[src/rtl/axi4lite_reg_bridge.sv]
// AXI4-Lite slave that funnels single transactions onto a simple register bus.
// One holding register per AW/W/AR channel; one transaction in flight at a time.
module axi4lite_reg_bridge #(
  parameter int          N         = 4,
  parameter logic [31:0] BASE_ADDR = 32'h0,
  parameter int          WIN_SIZE  = 4096
) (
  input  logic             ACLK,
  input  logic             ARESETn,
  input  logic             AWVALID,
  output logic             AWREADY,
  input  logic [31:0]      AWADDR,
  input  logic [2:0]       AWPROT,
  input  logic             WVALID,
  output logic             WREADY,
  input  logic [8*N-1:0]   WDATA,
  input  logic [N-1:0]     WSTRB,
  output logic             BVALID,
  input  logic             BREADY,
  output logic [1:0]       BRESP,
  input  logic             ARVALID,
  output logic             ARREADY,
  input  logic [31:0]      ARADDR,
  input  logic [2:0]       ARPROT,
  output logic             RVALID,
  input  logic             RREADY,
  output logic [8*N-1:0]   RDATA,
  output logic [1:0]       RRESP,
  output logic             req_valid,
  input  logic             req_ready,
  output logic             req_write,
  output logic [31:0]      req_addr,
  output logic [8*N-1:0]   req_wdata,
  output logic [N-1:0]     req_strb,
  input  logic             rsp_valid,
  input  logic [8*N-1:0]   rsp_rdata,
  input  logic             rsp_err,
  output logic [1:0]       o_dbg_state
);
  localparam int          DW         = 8 * N;
  localparam logic [32:0] WIN_LIMIT  = 33'(WIN_SIZE);
  localparam logic [31:0] ALIGN_MASK = ~(32'(N) - 32'd1);
  localparam logic [1:0]  RESP_OKAY  = 2'b00;
  localparam logic [1:0]  RESP_SLV   = 2'b10;
  localparam logic [1:0]  RESP_DEC   = 2'b11;

  typedef enum logic [1:0] {S_IDLE = 2'd0, S_REQ = 2'd1, S_WAIT = 2'd2, S_RESP = 2'd3} state_t;

  state_t          r_state, w_state_next;
  logic            r_init;
  logic            r_aw_full, r_w_full, r_ar_full;
  logic [31:0]     r_aw_addr, r_ar_addr;
  logic [DW-1:0]   r_w_data;
  logic [N-1:0]    r_w_strb;
  logic            r_last_wr, r_is_wr;
  logic [31:0]     r_addr;
  logic [DW-1:0]   r_wdata, r_rdata;
  logic [N-1:0]    r_strb;
  logic [1:0]      r_resp;

  logic            w_aw_hs, w_w_hs, w_ar_hs;
  logic            w_wr_pend, w_rd_pend, w_launch, w_grant_wr, w_in_range;
  logic [31:0]     w_aw_addr, w_ar_addr, w_launch_addr, w_offset;
  logic [DW-1:0]   w_wdata;
  logic [N-1:0]    w_wstrb;
  logic            w_unused_prot;

  assign w_unused_prot = ^{AWPROT, ARPROT};

  // A handshake in the launch cycle counts as pending, so a transaction can
  // start in the same cycle its last channel arrives (bypassing the holding reg).
  assign w_aw_hs    = AWVALID & AWREADY;
  assign w_w_hs     = WVALID & WREADY;
  assign w_ar_hs    = ARVALID & ARREADY;
  assign w_aw_addr  = r_aw_full ? r_aw_addr : AWADDR;
  assign w_ar_addr  = r_ar_full ? r_ar_addr : ARADDR;
  assign w_wdata    = r_w_full ? r_w_data : WDATA;
  assign w_wstrb    = r_w_full ? r_w_strb : WSTRB;
  assign w_wr_pend  = (r_aw_full | w_aw_hs) & (r_w_full | w_w_hs);
  assign w_rd_pend  = r_ar_full | w_ar_hs;
  assign w_launch   = (r_state == S_IDLE) & (w_wr_pend | w_rd_pend);
  assign w_grant_wr = w_wr_pend & (~w_rd_pend | ~r_last_wr);

  assign w_launch_addr = w_grant_wr ? w_aw_addr : w_ar_addr;
  assign w_offset      = (w_launch_addr - BASE_ADDR) & ALIGN_MASK;
  assign w_in_range    = {1'b0, w_offset} < WIN_LIMIT;

  always_ff @(posedge ACLK) begin
    if (!ARESETn) r_state <= S_IDLE;
    else          r_state <= w_state_next;
  end

  always_comb begin
    w_state_next = r_state;
    case (r_state)
      S_IDLE: if (w_launch) w_state_next = w_in_range ? S_REQ : S_RESP;
      S_REQ:  if (req_ready) w_state_next = S_WAIT;
      S_WAIT: if (rsp_valid) w_state_next = S_RESP;
      S_RESP: if ((r_is_wr & BREADY) | (~r_is_wr & RREADY)) w_state_next = S_IDLE;
      default: w_state_next = S_IDLE;
    endcase
  end

  always_comb begin
    AWREADY     = r_init & ~r_aw_full;
    WREADY      = r_init & ~r_w_full;
    ARREADY     = r_init & ~r_ar_full;
    req_valid   = (r_state == S_REQ);
    BVALID      = (r_state == S_RESP) & r_is_wr;
    RVALID      = (r_state == S_RESP) & ~r_is_wr;
    BRESP       = r_resp;
    RRESP       = r_resp;
    RDATA       = r_rdata;
    req_write   = r_is_wr;
    req_addr    = r_addr;
    req_wdata   = r_wdata;
    req_strb    = r_strb;
    o_dbg_state = r_state;
  end

  always_ff @(posedge ACLK) begin
    if (!ARESETn) begin
      r_init    <= 1'b0;
      r_aw_full <= 1'b0;
      r_w_full  <= 1'b0;
      r_ar_full <= 1'b0;
      r_aw_addr <= '0;
      r_ar_addr <= '0;
      r_w_data  <= '0;
      r_w_strb  <= '0;
      r_last_wr <= 1'b0;
      r_is_wr   <= 1'b0;
      r_addr    <= '0;
      r_wdata   <= '0;
      r_strb    <= '0;
      r_rdata   <= '0;
      r_resp    <= RESP_OKAY;
    end else begin
      r_init <= 1'b1;
      if (w_launch & w_grant_wr) begin
        r_aw_full <= 1'b0;
        r_w_full  <= 1'b0;
      end else begin
        if (w_aw_hs) begin
          r_aw_full <= 1'b1;
          r_aw_addr <= AWADDR;
        end
        if (w_w_hs) begin
          r_w_full <= 1'b1;
          r_w_data <= WDATA;
          r_w_strb <= WSTRB;
        end
      end
      if (w_launch & ~w_grant_wr) begin
        r_ar_full <= 1'b0;
      end else if (w_ar_hs) begin
        r_ar_full <= 1'b1;
        r_ar_addr <= ARADDR;
      end
      if (w_launch) begin
        r_last_wr <= w_grant_wr;
        r_is_wr   <= w_grant_wr;
        r_addr    <= w_offset;
        r_wdata   <= w_grant_wr ? w_wdata : '0;
        r_strb    <= w_grant_wr ? w_wstrb : '0;
        r_rdata   <= '0;
        r_resp    <= w_in_range ? RESP_OKAY : RESP_DEC;
      end
      if ((r_state == S_WAIT) && rsp_valid) begin
        r_resp <= rsp_err ? RESP_SLV : RESP_OKAY;
        if (!r_is_wr) r_rdata <= rsp_rdata;
      end
    end
  end
endmodule

[config.mk]
export PLATFORM = sky130hd
export DESIGN_NAME = axi4lite_reg_bridge
export DESIGN_NICKNAME = d
export VERILOG_FILES = /design/src/rtl/axi4lite_reg_bridge.sv
export SDC_FILE = /design/constraint.sdc
export NUM_CORES = 1
export LEC_CHECK = 0
export CAP_MARGIN = 10
export CORE_UTILIZATION = 48
export CTS_CLUSTER_DIAMETER = 150
export DETAILED_ROUTE_END_ITERATION = 7
export PLACE_DENSITY = 0.92
export SLEW_MARGIN = 20
export SYNTH_ARGS = -nofsm -noshare
export SYNTH_HDL_FRONTEND = slang
export SYNTH_SLANG_ARGS = --single-unit
[constraint.sdc]
create_clock -name ACLK -period 1.9 [get_ports ACLK]
set_input_delay 0.285 -clock ACLK [delete_from_list [all_inputs] [get_ports ACLK]]
set_output_delay 0.285 -clock ACLK [all_outputs]
set_load 0.005 [all_outputs]
=== Yosys cells after proc, flatten, opt, wreduce, memory -nomap -nowiden ===
Index checks and enable logic that the tools add are counted.

* Memory bits (writable): 0
* Memory bits (read-only): 0
* Output and inout port bits: 113
* Word-level logic and storage cells: 83
* Input port bits: 148
* Memories: 0
* Register bits after elaboration: 207
* Latch bits: 0

* Div/mod/pow operators: 0
* Equal/unequal tests: 7
* Mux-type cells: 21
* Magnitude comparators: 1
* Multiply operators: 0
* $add $sub $neg: 0
* Bitwise operators: 30
* Reductions and logical operators: 9
* Shift operators: 0

{| class="wikitable"
|+ Operator list
! cell !! count
|-
| $mux W32 || 8
|-
| $lt A32 B13 Y1 const B || 1
|-
| $mux W2 || 9
|-
| $and A1 B1 Y1 || 15
|-
| $not A1 Y1 || 9
|-
| $mux W4 || 2
|-
| $pmux W2 S4 || 1
|-
| $ne A2 B2 Y1 const B || 3
|-
| $or A1 B1 Y1 || 6
|-
| $reduce_and A2 Y1 || 3
|-
| $eq A2 B2 Y1 const B || 2
|-
| $reduce_and A4 Y1 || 1
|-
| $reduce_or A2 Y1 || 2
|-
| $eq A2 B1 Y1 const B || 1
|-
| $logic_not A2 Y1 || 1
|-
| $ne A2 B1 Y1 const B || 1
|-
| $reduce_bool A2 Y1 || 1
|-
| $logic_and A1 B1 Y1 || 1
|-
| $mux W1 || 1
|}

=== Depth between registers and ports, before layout ===
* Word-level depth: 12
* Mapped depth: 9
* Gate-level depth less buffers: 7

=== Worst setup path before layout ===
OpenSTA, ideal clock, no wires.

* Kind: register -> register
* Start: register r_ar_full
* End: register r_w_data[0]
* Arrival: 1.669 ns
* Required time: 1.784 ns
* Buffers on the path: 3
* Stages on the path, launching flop included: 10
* Setup slack: 0.115 ns
* Clock period less this slack: 1.785 ns
* Library setup time: 0.116 ns
* Cells stage by stage: dfxtp_1 buf_2 a21o_1 a211oi_4 nand2_1 and3_1 buf_2 buf_2 nand2_1 a21boi_1

* Word-level cells in the longest chain between the ends: 10
* Elaborated cells between the ends (all ways): 12
* Classes of those cells: bitwise (11); reduce/logical (1)

{| class="wikitable"
|+ RTL lines
! element !! line !! source
|-
| from (decl) || 51 || <nowiki>logic r_aw_full, r_w_full, r_ar_full;</nowiki>
|-
| from (signal assigned) || 126 || <nowiki>r_ar_full <= 1'b0;</nowiki>
|-
| from (signal assigned) || 155 || <nowiki>r_ar_full <= 1'b0;</nowiki>
|-
| from (signal assigned) || 157 || <nowiki>r_ar_full <= 1'b1;</nowiki>
|-
| $not A1 Y1 || 107 || <nowiki>ARREADY = r_init & ~r_ar_full;</nowiki>
|-
| $and A1 B1 Y1 || 107 ||
|-
| $and A1 B1 Y1 || 74 || <nowiki>assign w_ar_hs = ARVALID & ARREADY;</nowiki>
|-
| $or A1 B1 Y1 (*) || 80 || <nowiki>assign w_rd_pend = r_ar_full | w_ar_hs;</nowiki>
|-
| $not A1 Y1 || 82 || <nowiki>assign w_grant_wr = w_wr_pend & (~w_rd_pend | ~r_last_wr);</nowiki>
|-
| $or A1 B1 Y1 || 82 ||
|-
| $and A1 B1 Y1 || 82 ||
|-
| $and A1 B1 Y1 (*) || 140 || <nowiki>if (w_launch & w_grant_wr) begin</nowiki>
|-
| $not A1 Y1 (no line) (*) || n/a ||
|-
| $reduce_and A2 Y1 (no line) (*) || n/a ||
|-
| to (signal assigned) || 129 || <nowiki>r_w_data <= '0;</nowiki>
|-
| to (signal assigned) || 150 || <nowiki>r_w_data <= WDATA;</nowiki>
|-
| to (decl) || 53 || <nowiki>logic [DW-1:0] r_w_data;</nowiki>
|}

Every way passes the cells marked *; elsewhere a longest branch is shown, timed or not.
A chain may end at the register's enable or synchronous reset.

=== Worst setup path after layout ===
* Start: register r_ar_full
* End: output port ARREADY

* Word-level cells in the longest chain between the ends: 2

{| class="wikitable"
|+ RTL lines
! element !! line !! source
|-
| $not A1 Y1 || 107 ||
|-
| $and A1 B1 Y1 || 107 ||
|-
| to (decl) || 22 || <nowiki>output logic ARREADY,</nowiki>
|}

Every way passes these cells.

==> out/metrics.csv <==
metric,value,unit
Post-layout nets,1512,
Inserted Clock Buffers,21,
share of the synthesized area in the top cell type,0.447,
Yosys warning count,0,
number of distinct standard cells referenced by the synthesized netlist,36,
startpoint type of the worst setup path,register,
outcome,"complete, no violations",
met2 GRT Util,0.474,
final RePlAce weighted congestion,0.848,
number of top-level pins,261,
number of enable-type register cells in the synthesized netlist,0,
max frequency,538,MHz
Die Y,140,um
clock sinks,203,
setup repair after global routing missed its margin,yes,
Detailed Route Iter0 Violations,559,
Detailed Route WL,28.3,mm
"Slew Viols, Final",0,
wire length of the first global-routing pass,43.4,mm
pin count of the biggest net entering global routing,54,
type of the most critical hold path,in2reg,
CTS clock-pin slew for the worst setup and hold paths,60,ps
number of antenna violations at the first check in global routing,0,
vias in the first global route,8541,
detail-routed via count per cell,5.58,
synthesized area divided by synthesized cell count,8.45,sq um
clock insertion delay at the later pin of the skew report,500,ps
final clock skew,8.35,ps
internal power,8.98,mW
relative contribution of combinational cells to total power,0.301,
Switching Power,3.89,mW
worst endpoint data arrival time,1580,ps
Yosys top cell by area,dfxtp_1,
number of input and output port buffers inserted,248,
type of element capturing the critical path,output port,
top post-synthesis cells by count,"nand2_1, dfxtp_1, a21boi_1",
pre-CTS WS,-404,ps
Syn Std Cell Area,9090,sq um
maximum level of the CTS H-tree,1,
effective utilization at floorplan,0.497,
DRC violations left,0,
number of synthesized register bits,203,
instance area at placement,12400,sq um
width of the chip,140,um
worst hold margin,313,ps
power density over the cells,977,nW/um^2
share of synthesized area occupied by flip-flops and latches,0.447,
Net Sw Frac,0.302,
top area cells in the synthesized netlist,"dfxtp_1, nand2_1, mux2i_1, a21boi_1, nor2b_1",
signed area change from the synthesized netlist to the final layout,45.0,%
number of buffers on the longest clock path,3,
maximum vdd ir drop,671,uV
overall die area,19500,sq um
"Hold Violations, Final",0,
met3 track demand over resource in global routing,0.0609,
Row Count,49,
cell with the most instances after synthesis,nand2_1,
power share of the clock group,0.307,
data required time at the worst endpoint,1620,ps
maximum capacitance violations,0,
routed length per instance,17.7,um
Gate Count Post-Synth,1076,
CTS tree,yes,
minimum setup slack in the final design,39.7,ps
"Max FO, Critical Path",21,
leftover overflow at the end of global routing,0,
via count,8930,
Slew Limit Headroom,0.562,
design area,13200,sq um
fraction of layout instances using a drive strength above 1,0.117,
crit share post-route,0.979,
Detailed Place HPWL,19.3,mm
area of the core region,18300,sq um
final setup violation count,0,
master cell of the clock root buffer,clkbuf_16,
fraction of met1 tracks used by global routing,0.334,
kind of critical path,reg2out,
number of diodes added for antenna fixing,0,
Detail Route Antenna Nets,0,
Worst-Margin Slew,657,ps
clock period minus worst slack,1860,ps
Leakage Power,4.85,nW
Reg-to-Reg Start,r_init,
total routing usage reported by global routing,0.274,
power share of the sequential group,0.392,
TritonRoute pass-1 iters,6,
Hold Crit Start,ARESETn,
share of async-settable or async-resettable flops after synthesis,0,
worst setup path start,r_ar_full,
most crowded layer after global routing,met2,
Post-synth top flop,dfxtp_1,
-- critical path, cell delays in order, from the launching register on --
cell,delay [ps]
dfxtp_2,450
buf_6,240
nor2b_2,80
dlygate4sd2_1,300
-- through the flow --
| stage | TNS [ps] | instances | utilization | power [mW] |
|---|---|---|---|---|
| floorplan | 0 | 1077 | - | 6.85 |
| global placement | -44570 | 1564 | 0.678 | 8.73 |
| detailed placement | -60070 | 1564 | 0.678 | 8.85 |
| CTS | 0 | 1597 | 0.714 | 12.8 |
| global route | -172 | 1599 | 0.721 | 13.4 |
| finish | 0 | 1599 | 0.721 | 12.9 |
-- cell usage in the layout, fill, tap and decap left out, types with 3 or more instances in the layout --
master	count
nand2_1	265
clkdlybuf4s50_1	241
dfxtp_1	198
a21boi_1	93
mux2i_1	77
buf_4	76
nor2b_1	50
o21ai_0	38
and2_1	37
a21boi_0	36
a21oi_1	35
a211oi_1	35
nand3_1	33
clkbuf_16	22
buf_12	15
nor4_1	13
o22ai_1	10
nor2_1	9
buf_6	8
dlygate4sd2_1	6
inv_1	5
nor3_1	5
a211oi_2	5
clkbuf_1	5
nor2b_2	4
nand4_1	4
or4_1	3
ha_1	3
clkbuf_8	3
dfxtp_2	3
-- power groups by stage --
stage               Clock [mW]  Combinational (mW)  Sequential [mW]
CTS                       3.99                3.76             5.04
detailed placement           0                3.73             5.12
global placement             0                3.63             5.10
global route              4.17                4.17             5.10
floorplan                    0                1.77             5.08
finish                    3.95                3.88             5.05
-- path summary, 6_finish.rpt --
check,end,slack [ps],cells after the start
setup / recovery,ARREADY,40,3
hold / removal,r_w_data[10],310,2
setup reg to reg,req_addr[15],40,10
hold reg to reg,r_w_data[24],450,2
-- routing by layer --
metal  vias up  part of all wire
met5         -                 0
met4         0             0.034
met3        77             0.078
met2       383              0.49
met1      4238              0.40
li1       4232                 -
-- registers in the layout, summed over array words and instances (netlist names), 2 cells and up --
| name | flops |
|---|---|
| o_dbg_state | 2 |
| BRESP | 2 |
| r_ar_addr | 30 |
| r_w_data | 32 |
| req_addr | 30 |
| r_aw_addr | 30 |
| req_strb | 4 |
| RDATA | 32 |
| r_w_strb | 4 |
| req_wdata | 32 |
-- area by class of cell --
type / count / area (sq um)
fill: 1250 / 5090
tap: 229 / 287
sequential: 203 / 4080
inverter: 5 / 18.8
clock buffer: 29 / 586
timing repair buffer: 348 / 3460
clock inverter: 4 / 48.8
multi-input combinational: 781 / 4700
-- repair_timing --
action / CTS / global route
endpoints found under the setup margin: 34 / 59
hold buffers: 0 / 0
pin swaps: 2 / 3
buffers inserted: 0 / 0
cloned: 0 / 2
gates resized for setup: 16 / 27
-- kinds of logic after synthesis --
kind of cell,synth area share
compound gates,0.194
other cells,0.000413
fa+ha+maj,0.00551
flops,0.447
mux,0.0848
buf+inv,0.0457
simple gates,0.223
Note: power is estimated with default switching activity, not from simulation.
